<file path="config.mk">
export PLATFORM = sky130hd
export DESIGN_NAME = mdu
export DESIGN_NICKNAME = d
export VERILOG_FILES = /design/src/rtl/mdu.sv
export SDC_FILE = /design/constraint.sdc
export NUM_CORES = 1
export LEC_CHECK = 0
export BUFFER_PORTS_ARGS = -buffer_cell sky130_fd_sc_hd__buf_2
export CAP_MARGIN = 20
export CORE_ASPECT_RATIO = 1.75
export CORE_MARGIN = 4
export CORE_UTILIZATION = 45
export CTS_CLUSTER_DIAMETER = 200
export DETAILED_ROUTE_END_ITERATION = 10
export GPL_ROUTABILITY_DRIVEN = 0
export SYNTH_ARGS = -nofsm -noshare
export SYNTH_HDL_FRONTEND = slang
export SYNTH_SLANG_ARGS = --single-unit
export TNS_END_PERCENT = 30
</file>
<file path="constraint.sdc">
create_clock -name clk -period 4.96 [get_ports clk]
set_clock_uncertainty 0.05 [all_clocks]
set_input_delay 0.744 -clock clk [delete_from_list [all_inputs] [get_ports clk]]
set_output_delay 0.744 -clock clk [all_outputs]
set_load 0.01 [all_outputs]
</file>
<file path="src/rtl/mdu.sv">
// Iterative multiply/divide unit. One partial product or one quotient bit per cycle on operand
// magnitudes. The signs are applied in a final cycle, so the latency is fixed for every op.
module mdu #(
   parameter int unsigned WIDTH = 32
) (
   input  logic             clk,
   input  logic             rst,
   input  logic             start,
   input  logic [2:0]       op,
   input  logic [WIDTH-1:0] a,
   input  logic [WIDTH-1:0] b,
   output logic             busy,
   output logic             done,
   output logic [WIDTH-1:0] res,
   output logic [3:0]       flags
);

   localparam int unsigned CW = $clog2(WIDTH + 1);

   localparam logic [2:0] OpMul    = 3'd0;
   localparam logic [2:0] OpMulh   = 3'd1;
   localparam logic [2:0] OpMulhsu = 3'd2;
   localparam logic [2:0] OpDiv    = 3'd4;
   localparam logic [2:0] OpDivu   = 3'd5;
   localparam logic [2:0] OpRem    = 3'd6;

   typedef enum logic [1:0] {StIdle, StRun, StDone} state_e;

   state_e           r_state, w_state_next;
   logic [CW-1:0]    r_cnt;
   logic [2:0]       r_op;
   logic [WIDTH-1:0] r_hi, r_lo, r_b;
   logic             r_neg, r_dz, r_ov;
   logic [WIDTH-1:0] r_res;
   logic [3:0]       r_flags;

   // Operand decode at capture time
   logic             w_sa, w_sb, w_neg, w_dz, w_ov;
   logic [WIDTH-1:0] w_ma, w_mb;

   assign w_sa  = (op == OpMulh || op == OpMulhsu || op == OpDiv || op == OpRem) & a[WIDTH-1];
   assign w_sb  = (op == OpMulh || op == OpDiv || op == OpRem) & b[WIDTH-1];
   assign w_ma  = w_sa ? -a : a;
   assign w_mb  = w_sb ? -b : b;
   // Remainder takes the dividend sign; products and quotients the XOR of both signs
   assign w_neg = (op == OpRem) ? w_sa : (w_sa ^ w_sb);
   assign w_dz  = op[2] && (b == '0);
   assign w_ov  = (op == OpDiv || op == OpRem) && (a == {1'b1, {(WIDTH-1){1'b0}}}) && (b == '1);

   // One iteration step: shift-add for multiply, restoring subtract for divide
   logic [WIDTH:0]   w_sum, w_shift;
   logic [WIDTH-1:0] w_sub;
   logic             w_ge;

   assign w_sum   = {1'b0, r_hi} + (r_lo[0] ? {1'b0, r_b} : {(WIDTH+1){1'b0}});
   assign w_shift = {r_hi, r_lo[WIDTH-1]};
   assign w_ge    = (w_shift >= {1'b0, r_b});
   // When w_ge holds the true difference is below r_b, so the low WIDTH bits are exact
   assign w_sub   = w_shift[WIDTH-1:0] - r_b;

   // Final result with sign correction and divide-by-zero override
   logic [2*WIDTH-1:0] w_prod_s;
   logic [WIDTH-1:0]   w_quo, w_rem, w_fin;
   logic [3:0]         w_fin_flags;

   assign w_prod_s = r_neg ? -{r_hi, r_lo} : {r_hi, r_lo};
   assign w_quo    = r_neg ? -r_lo : r_lo;
   assign w_rem    = r_neg ? -r_hi : r_hi;

   // Select the result word for the captured op
   always_comb begin
      w_fin = '0;
      case (r_op)
         OpMul:          w_fin = w_prod_s[WIDTH-1:0];
         OpDiv, OpDivu:  w_fin = r_dz ? '1 : w_quo;
         OpRem, 3'd7:    w_fin = w_rem;
         default:        w_fin = w_prod_s[2*WIDTH-1:WIDTH];
      endcase
   end

   assign w_fin_flags = {w_fin[WIDTH-1], (w_fin == '0), r_dz, r_ov};

   // State register
   always_ff @(posedge clk) begin
      if (rst) r_state <= StIdle;
      else     r_state <= w_state_next;
   end

   // Next-state and status outputs
   always_comb begin
      w_state_next = r_state;
      busy         = 1'b0;
      done         = 1'b0;
      case (r_state)
         StIdle: if (start) w_state_next = StRun;
         StRun: begin
            busy = 1'b1;
            if (r_cnt == CW'(WIDTH)) w_state_next = StDone;
         end
         StDone: begin
            busy         = 1'b1;
            done         = 1'b1;
            w_state_next = StIdle;
         end
         default: w_state_next = StIdle;
      endcase
   end

   // Datapath: capture, WIDTH iterations, then one finalize cycle
   always_ff @(posedge clk) begin
      if (rst) begin
         r_cnt   <= '0;
         r_op    <= '0;
         r_hi    <= '0;
         r_lo    <= '0;
         r_b     <= '0;
         r_neg   <= 1'b0;
         r_dz    <= 1'b0;
         r_ov    <= 1'b0;
         r_res   <= '0;
         r_flags <= 4'b0100;
      end else begin
         case (r_state)
            StIdle: begin
               if (start) begin
                  r_cnt <= '0;
                  r_op  <= op;
                  r_hi  <= '0;
                  r_lo  <= op[2] ? w_ma : w_mb;
                  r_b   <= op[2] ? w_mb : w_ma;
                  r_neg <= w_neg;
                  r_dz  <= w_dz;
                  r_ov  <= w_ov;
               end
            end
            StRun: begin
               if (r_cnt == CW'(WIDTH)) begin
                  r_res   <= w_fin;
                  r_flags <= w_fin_flags;
               end else begin
                  r_cnt <= r_cnt + 1'b1;
                  if (r_op[2]) begin
                     r_hi <= w_ge ? w_sub : w_shift[WIDTH-1:0];
                     r_lo <= {r_lo[WIDTH-2:0], w_ge};
                  end else begin
                     r_hi <= w_sum[WIDTH:1];
                     r_lo <= {w_sum[0], r_lo[WIDTH-1:1]};
                  end
               end
            end
            default: ;
         endcase
      end
   end

   assign res   = r_res;
   assign flags = r_flags;

endmodule

</file>
==> impl_metrics.ini, run 1 <==
[synth]
synthArstFlopShare_pct = 0
synth_edf_count = 0
syn_area_um2 = 14700
synth_top_flop_cell = dfxtp_1
yosysWarnings = 0
syn_nets = 2206
syn_area_per_cell_um2 = 7.12
ys_seq_elements = 145
yosys.cell_types.count = 84
yosysTopAreaCell = dfxtp_1
synthCells = 2059
ys_seq_area_share_pct = 19.8
yosys.area.top_type_share_pct = 19.8
synthTopCellsByArea = dfxtp_1, nor2_1, ha_1

[floorplan]
core_area_um2 = 32200
row_count = 87
die_area_um2 = 35700
die_y_um = 247
die_x_um = 144
top_level_ports = 108
initial_core_util_pct = 45.5

[drt]
wire_per_inst_um = 22.5
dr_wl_met3_um = 3360
wl_met1_um = 20600
drc_errors = 0
highest_layer = met4
via_per_inst = 6.34
wirelength_um = 56200
vias = 15800
ant_nets = 0
dr.pass1.iters = 6
wl_met2_um = 27000
drt_iter0_drc = 1475

[setup_path]
rr_worst_depth = 13
crit_required_ns = 5.26
reg2reg_from = r_lo[0]
cp.arrival_ns = 4.41
endpoint_kind = flip-flop
crit_type = reg -> reg
worstSetupStartpointType = flip-flop
reg2reg_slack_ns = 0.85
r2r_end = r_hi[30]
crit_fanout = 30

[final_layout]
fillers = 3304
nets = 2229
area_growth_pct = 9.55
postLayoutCoreUtil_pct = 49.9
drive_above_1_share_pct = 11.3
antenna_cells = 0

[global_route]
overflow = 0
grt_max_degree = 86
grt_pass1_wl_um = 85200
grt_usage_pct = 30.9
grt_pass1_vias = 14900
antenna_found_initial = 0

[sta]
fin_crit_sh_pct = 82.9
fin_crit_ns = 4.11
timing.fmax_ghz = 0.243
max_slew_margin_pct = 22.1
tns_ns = 0
finalHoldViolCount = 0
report.final.slew_viol_count = 0
worst_pin_slew_ns = 1.16
setup_viol = 0
rsz0062_at_grt = no

[cts]
cts-buffers-inserted = 17
cts_tree = done
cts_sinks = 145
clock_path_buffers = 2
clock_latency_ns = 0.45
htree_levels = 4
holdBufCountCts = 0
postCtsSetupBuffers = 0
path_clk_slew_ns = 0.07
cts-root-buf = clkbuf_16
ctsResizeCount = 0

[worst_hold_path]
holdCritStartpoint = r_b[20]
whs_path_depth = 2
holdPathEnd = r_b[20]
hp-class = reg -> reg

[pwr]
powerDensity_nw_per_um2 = 290
leakage_nw = 6.70
ir_drop_mv = 0.280

[placement]
io_buffers = 107
dp_hpwl_um = 43800

[outcome]
outcome = finished clean

[flow_run]
drv_cap = 0
-- how the worst max path moves through the flow --
stage / from / endpoint / cells past startpoint
global placement: a[6] / r_lo[29] / 11
floorplan: r_lo[0] / flags[2] / 13
finish: r_lo[0] / r_hi[30] / 13
global route: r_hi[3] / r_hi[17] / 12
detailed placement: a[6] / r_lo[29] / 11
CTS: r_hi[3] / r_hi[17] / 12
-- stage by stage --
stage	hold slack, ns	instances	worst slack, ns	power, mW	cell area [µm²]
2_1_floorplan	0.382	2059	1.38	2.66	14700
4_1_cts	0.404	2495	0.966	4.65	16100
3_3_place_gp	0.389	2463	0.977	3.24	15500
5_1_grt	0.424	2495	0.657	4.89	16100
6_report	0.404	2495	0.849	4.66	16100
3_5_place_dp	0.396	2463	0.920	3.25	15500
-- cell families (layout without fill, tap and decap cells) --
| logic type | after synthesis | after routing | share of synthesized area, % |
|---|---|---|---|
| mux | 80 | 80 | 5.77 |
| xor+xnor | 170 | 170 | 10.2 |
| buf+inv | 211 | 247 | 5.66 |
| flops | 145 | 145 | 19.8 |
| simple gates | 744 | 744 | 24.1 |
| compound gates | 632 | 632 | 27.8 |
| fa+ha+maj | 77 | 77 | 6.67 |
-- cell usage after synthesis, types with 20 or more instances --
master    instances
ha_1             75
inv_1            69
a211oi_1         73
nand3_1          27
a21oi_1         186
dfxtp_1         145
mux2i_1          61
xor2_1           90
nand4_1          25
a21o_1           24
or3_1            31
nor4_1           20
nor2_1          268
o31ai_1          28
o21ai_0         126
nand2_1         179
clkbuf_1        118
xnor2_1          80
nor3_1           70
-- sequential cells by signal, summed over array words and instances (netlist names) --
name and cells:
r_op 3, r_cnt 6, flags 3, r_neg 1, r_dz 1, r_lo 32
r_hi 32, res 32, r_state 2, r_b 32, r_ov 1
-- power by group --
group / total [mW] / switching, mW / internal (mW)
Combinational: 1.87 / 1.19 / 0.681
Clock: 1.38 / 0.615 / 0.768
Sequential: 1.41 / 0.161 / 1.25
Total: 4.66 / 1.97 / 2.70
-- placed cells by master (no fill, tap or decap), drive strengths merged, types with 6 or more instances in the layout --
cell type,n
a211oi,73
o21a,16
o211ai,18
nor2b,16
a22oi,18
nand4,25
a31oi,18
inv,78
or2,15
o22ai,14
ha,75
a311oi,8
and3,17
mux2i,61
a21o,24
o41ai,16
or3,33
or4,20
o221ai,8
nand2b,18
o31ai,30
o21ai,133
a21oi,186
a22o,6
nor2,268
xnor2,80
and2,13
nand3,27
nor4,23
a211o,7
dfxtp,145
nor3,70
xor2,90
buf,146
nand2,179
mux2,17
clkbuf,17
-- per-layer routing --
| metal | GRT usage (%) | up-vias |
|---|---|---|
| li1 | - | 7543 |
| met1 | 34.0 | 7369 |
| met2 | 52.2 | 724 |
| met3 | 4.70 | 182 |
| met4 | 23.6 | 0 |
| met5 | 0 | - |
-- area by class of cell --
class / instances / area [µm²] / share of cell area, %
Clock inverter: 15 / 190 / 1.18
Tap cell: 400 / 500 / 3.11
Timing Repair Buffer: 146 / 843 / 5.25
Inverter: 69 / 259 / 1.61
Clock buffer: 17 / 425 / 2.65
Sequential cell: 145 / 2910 / 18.1
Multi-Input combinational cell: 1703 / 10900 / 68.1
-- critical path: stages, from the launching register on --
cell	delay, ns
dfxtp_1	0.54
inv_1	0.11
buf_4	0.26
nor2_1	0.13
ha_1	0.32
a21o_1	0.22
a21oi_1	0.14
nor2b_1	0.06
a2111oi_0	0.93
o2111ai_1	0.41
a41oi_1	0.37
xor2_1	0.18
a21oi_1	0.08
a22o_1	0.20
Note: power is estimated with default switching activity, not from simulation.
==> run 2: changes to the inputs <==
clock period = 4.2 ns   (was 4.96 ns; I/O delays follow)
==> run 2 against run 1 <==
  * Worst setup slack lost 0.59 ns
  * Design area grew 1.6%
  * Global-route usage grew 1.1 points
  * Maximum frequency grew 4.3%
  * Non-clock buffer count grew 37
  * Die area is the same
  * Cell count grew 1.5%
==> impl_metrics.ini, run 2 (same netlist as run 1, synthesis figures left out) <==
[floorplan]
top_level_ports = 108
initial_core_util_pct = 45.5
die_y_um = 247
core_area_um2 = 32200
die_x_um = 144
die_area_um2 = 35700
row_count = 87

[setup_path]
cp.arrival_ns = 4.25
max_stage_delay_ns = 0.56
critPathSlowestCell = a2111oi_1
crit_chain = inv_1, ha_1, a2111oi_1, a211oi_1, o21a_1, o211ai_1, nand2_1, o21ai_0, a31o_2, buf_12, mux2i_1, nand2_1, a32o_1
crit_type = reg -> reg
path_common_cell = nand2_1
crit_fanout = 35
worstSetupStartpointType = flip-flop
endpoint_kind = flip-flop
crit_required_ns = 4.51

[final_layout]
area_growth_pct = 11.3
stdcell_count = 2532
antenna_cells = 0
layout_commonest_cell = nor2_1
postLayoutCoreUtil_pct = 50.7
most-common-layout-cells = nor2_1, a21oi_1, nand2_1, dfxtp_1, o21ai_0
nets = 2266
drive_above_1_share_pct = 12.9

[sta]
timing.fmax_ghz = 0.254
finalHoldViolCount = 0
tns_ns = 0
worst_pin_slew_ns = 0.926
fin_crit_ns = 3.94
max_slew_margin_pct = 38.1
holdWs_ns = 0.403
report.final.slew_viol_count = 0
rsz0062_at_grt = no
fin_crit_sh_pct = 93.8
setup_viol = 0

[cts]
path_clk_slew_ns = 0.07
cts_tree = done
clock_path_buffers = 2
cts_sinks = 145
cts-root-buf = clkbuf_16
holdBufCountCts = 0
htree_levels = 4
clock_latency_ns = 0.47
cts-buffers-inserted = 17

[global_route]
grt_usage_pct = 31.9
antenna_found_initial = 0
overflow = 0
grt_max_degree = 97
grt_pass1_wl_um = 87400
grt_pass1_vias = 15300

[drt]
wirelength_um = 57900
via_per_inst = 6.37
ant_nets = 0
dr.pass1.iters = 6
vias = 16100
wire_per_inst_um = 22.8
drt_iter0_drc = 1307
drc_errors = 0

[pwr]
leakage_nw = 6.87
powerDensity_nw_per_um2 = 335
ir_drop_mv = 0.327

[flow_run]
drv_cap = 0

[placement]
place_inst = 2500
dp_hpwl_um = 45300
io_buffers = 107

[outcome]
outcome = finished clean

[worst_hold_path]
hp-class = reg -> reg
==> run 2: cell count changes in the layout (fill, tap and decap cells not counted) <==
cell,before,now
o221ai_1,8,7
bufinv_16,2,0
clkinv_8,1,2
buf_4,39,76
clkinvlp_4,0,1
o221ai_2,0,1
a2111oi_0,3,2
inv_6,4,3
clkinv_2,1,0
clkinv_4,2,4
clkbuf_8,0,1
a2111oi_1,0,1
inv_8,5,4
==> run 2: layer usage <==
layer	share of wire, %	GRT usage (%)
met1	36	34.5
met2	47	53.2
met3	6.2	4.88
met4	11	27.6
met5	0	0
==> run 2: critical path, delay by kind of cell (launching register included) <==
family / cells / cell delay [ns]
simple gates: 2 / 0.26
buf+inv: 2 / 0.31
compound gates: 7 / 2.22
flops: 1 / 0.39
fa+ha+maj: 1 / 0.36
mux: 1 / 0.22
==> run 2: what timing repair did <==
action	in CTS	in global routing
resized for setup	0	2
endpoints found under the setup margin	0	2
buffers inserted	0	0
==> run 2: through the flow <==
step	power [mW]	worst slack (ns)	cell area, µm²
floorplan	3.14	0.620	14700
global placement	3.88	0.426	15700
detailed placement	3.89	0.321	15700
CTS	5.44	0.320	16300
global route	5.73	0.0874	16300
finish	5.47	0.260	16300
==> run 2: area by class of cell <==
class / count / area, µm²
Fill cell: 3240 / 15900
Multi-Input combinational cell: 1703 / 11000
Sequential cell: 145 / 2910
Timing Repair Buffer: 183 / 1120
Tap cell: 400 / 500
Clock buffer: 18 / 439
Inverter: 69 / 259
Clock inverter: 14 / 146
==> run 2: power breakdown <==
group / switching, mW / leakage, nW / internal (mW)
Sequential: 0.165 / 1.18 / 1.47
Clock: 0.735 / 0.285 / 0.804
Combinational: 1.45 / 5.40 / 0.846
==> run 2: path summary, 6_finish.rpt <==
check,start,endpoint,slack [ns],cells past startpoint
setup / recovery,r_b[6],r_hi[17],0.26,13
hold / removal,flags[1],flags[1],0.40,2
setup reg to reg,r_b[6],r_hi[17],0.26,13
hold reg to reg,flags[1],flags[1],0.40,2
==> run 3: changes to the inputs <==
clock period = 3.5 ns   (was 4.2 ns; I/O delays follow)
==> run 3 against run 2 <==
  * Critical path depth is 3 lower
  * Power increased by 28%
  * Design area grew 8.1%
  * Die area unchanged
  * Clock power is 16% higher
  * Sequential power rose by 17%
  * Utilization rose by 4.1 points
  * First-iteration DRC count rose by 6.4%
  * Sequential share of layout area decreased by 1.3 points
  * Register-to-register slack worse by 0.21 ns
  * Critical endpoint is now flags[2]
==> impl_metrics.ini, run 3 (same netlist as run 1, synthesis figures left out) <==
[outcome]
outcome = finished clean

[global_route]
use_met1_pct = 35.7
grt_max_degree = 88
grt_usage_pct = 33.3
grt_pass1_vias = 16300
gr-usage-met3_pct = 4.82
busiest_layer = met2
grt_pass1_wl_um = 91400
overflow = 0
antenna_found_initial = 0
use_met2_pct = 57.2

[cts]
cts-root-buf = clkbuf_16
htree_levels = 4
path_clk_slew_ns = 0.07
clock_latency_ns = 0.47
cts_tree = done
clock_path_buffers = 2
cts-buffers-inserted = 17
cts_sinks = 145
holdBufCountCts = 0

[setup_path]
cp.buffers_inverters = 1
max_stage_delay_ns = 0.47
cp.arrival_ns = 3.77
worstSetupStartpointType = flip-flop
critPathSlowestCell = or3_4
crit_chain = or3_1, or3_4, buf_4, or3_1, o41ai_1, xnor2_1, nor2_1, o32a_1, nand4bb_1, o41ai_2
path_common_cell = or3_1
endpoint_kind = flip-flop
crit_required_ns = 3.82
crit_family = simple AND/OR/NAND/NOR gates
crit_type = reg -> reg
crit_fanout = 7

[final_layout]
nets = 2416
stdcell_count = 2682
antenna_cells = 0
postLayoutCoreUtil_pct = 54.7
drive_above_1_share_pct = 19.8
layout_commonest_cell = nor2_1
design_area_um2 = 17600
fillers = 3156
area_growth_pct = 20.3
most-common-layout-cells = nor2_1, buf_4, a21oi_1, nand2_1, dfxtp_1

[sta]
report.final.slew_viol_count = 0
fin_crit_ns = 3.45
setup_viol = 0
tns_ns = 0
fin_ws_ns = 0.0483
holdWs_ns = 0.306
finalHoldViolCount = 0
timing.fmax_ghz = 0.290
fin_crit_sh_pct = 98.6
max_slew_margin_pct = 36.8
worst_pin_slew_ns = 0.948

[drt]
via_per_inst = 6.28
drc_errors = 0
vias = 16800
wire_per_inst_um = 22.5
wirelength_um = 60400
dr.pass1.iters = 6
ant_nets = 0
drt_iter0_drc = 1391

[floorplan]
initial_core_util_pct = 45.5
die_x_um = 144
top_level_ports = 108
die_y_um = 247
core_area_um2 = 32200
die_area_um2 = 35700
row_count = 87

[placement]
placed_cell_area_um2 = 16900
dp_slack_ns = -0.312
dp_hpwl_um = 47900
io_buffers = 107
place_inst = 2648

[flow_run]
drv_cap = 0

[pwr]
ir_drop_mv = 0.404
leakage_nw = 7.66
power_mw = 6.98
powerDensity_nw_per_um2 = 396

[worst_hold_path]
hp-class = in -> reg
==> run 3: repair_timing <==
item,4_1_cts,5_1_grt
cloned,0,0
buffers inserted,1,1
gates resized for setup,5,33
pin swaps,1,6
setup endpoints to repair,4,24
==> run 3: metal layers <==
metal  vias up  share of wire [%]
met1      7915                 36
met5         -                  0
met2       740                 49
met4         0                 10
li1       7943                  -
met3       242                5.4
==> run 3: cell type report <==
cell class / count / area (µm²) / area share, %
clock buffer: 18 / 429 / 2.43
clock inverter: 14 / 121 / 0.688
inverter: 69 / 259 / 1.47
multi-input combinational: 1703 / 11100 / 63.0
sequential: 145 / 2910 / 16.5
tap: 400 / 500 / 2.84
timing repair buffer: 333 / 2310 / 13.1
==> run 3: report_power, final <==
group	leakage, nW	internal (mW)	switching (mW)	total [mW]
Combinational	6.20	1.33	1.94	3.27
Clock	0.271	0.929	0.862	1.79
Sequential	1.18	1.77	0.152	1.92
==> run 3: worst paths after layout <==
check,cells past startpoint,slack [ns],end,from
worst max-delay path,10,0.05,flags[2],r_lo[4]
worst min-delay path,3,0.31,r_op[0],op[0]
worst max register to register,10,0.05,flags[2],r_lo[4]
worst min register to register,2,0.40,flags[1],flags[1]
==> run 3: worst register-to-register path: stages, from the launching register on <==
cell and delay, ns:
dfxtp_1 0.42, or3_1 0.40, or3_4 0.47, buf_4 0.18, or3_1 0.32, o41ai_1 0.43
xnor2_1 0.18, nor2_1 0.06, o32a_1 0.36, nand4bb_1 0.22, o41ai_2 0.27
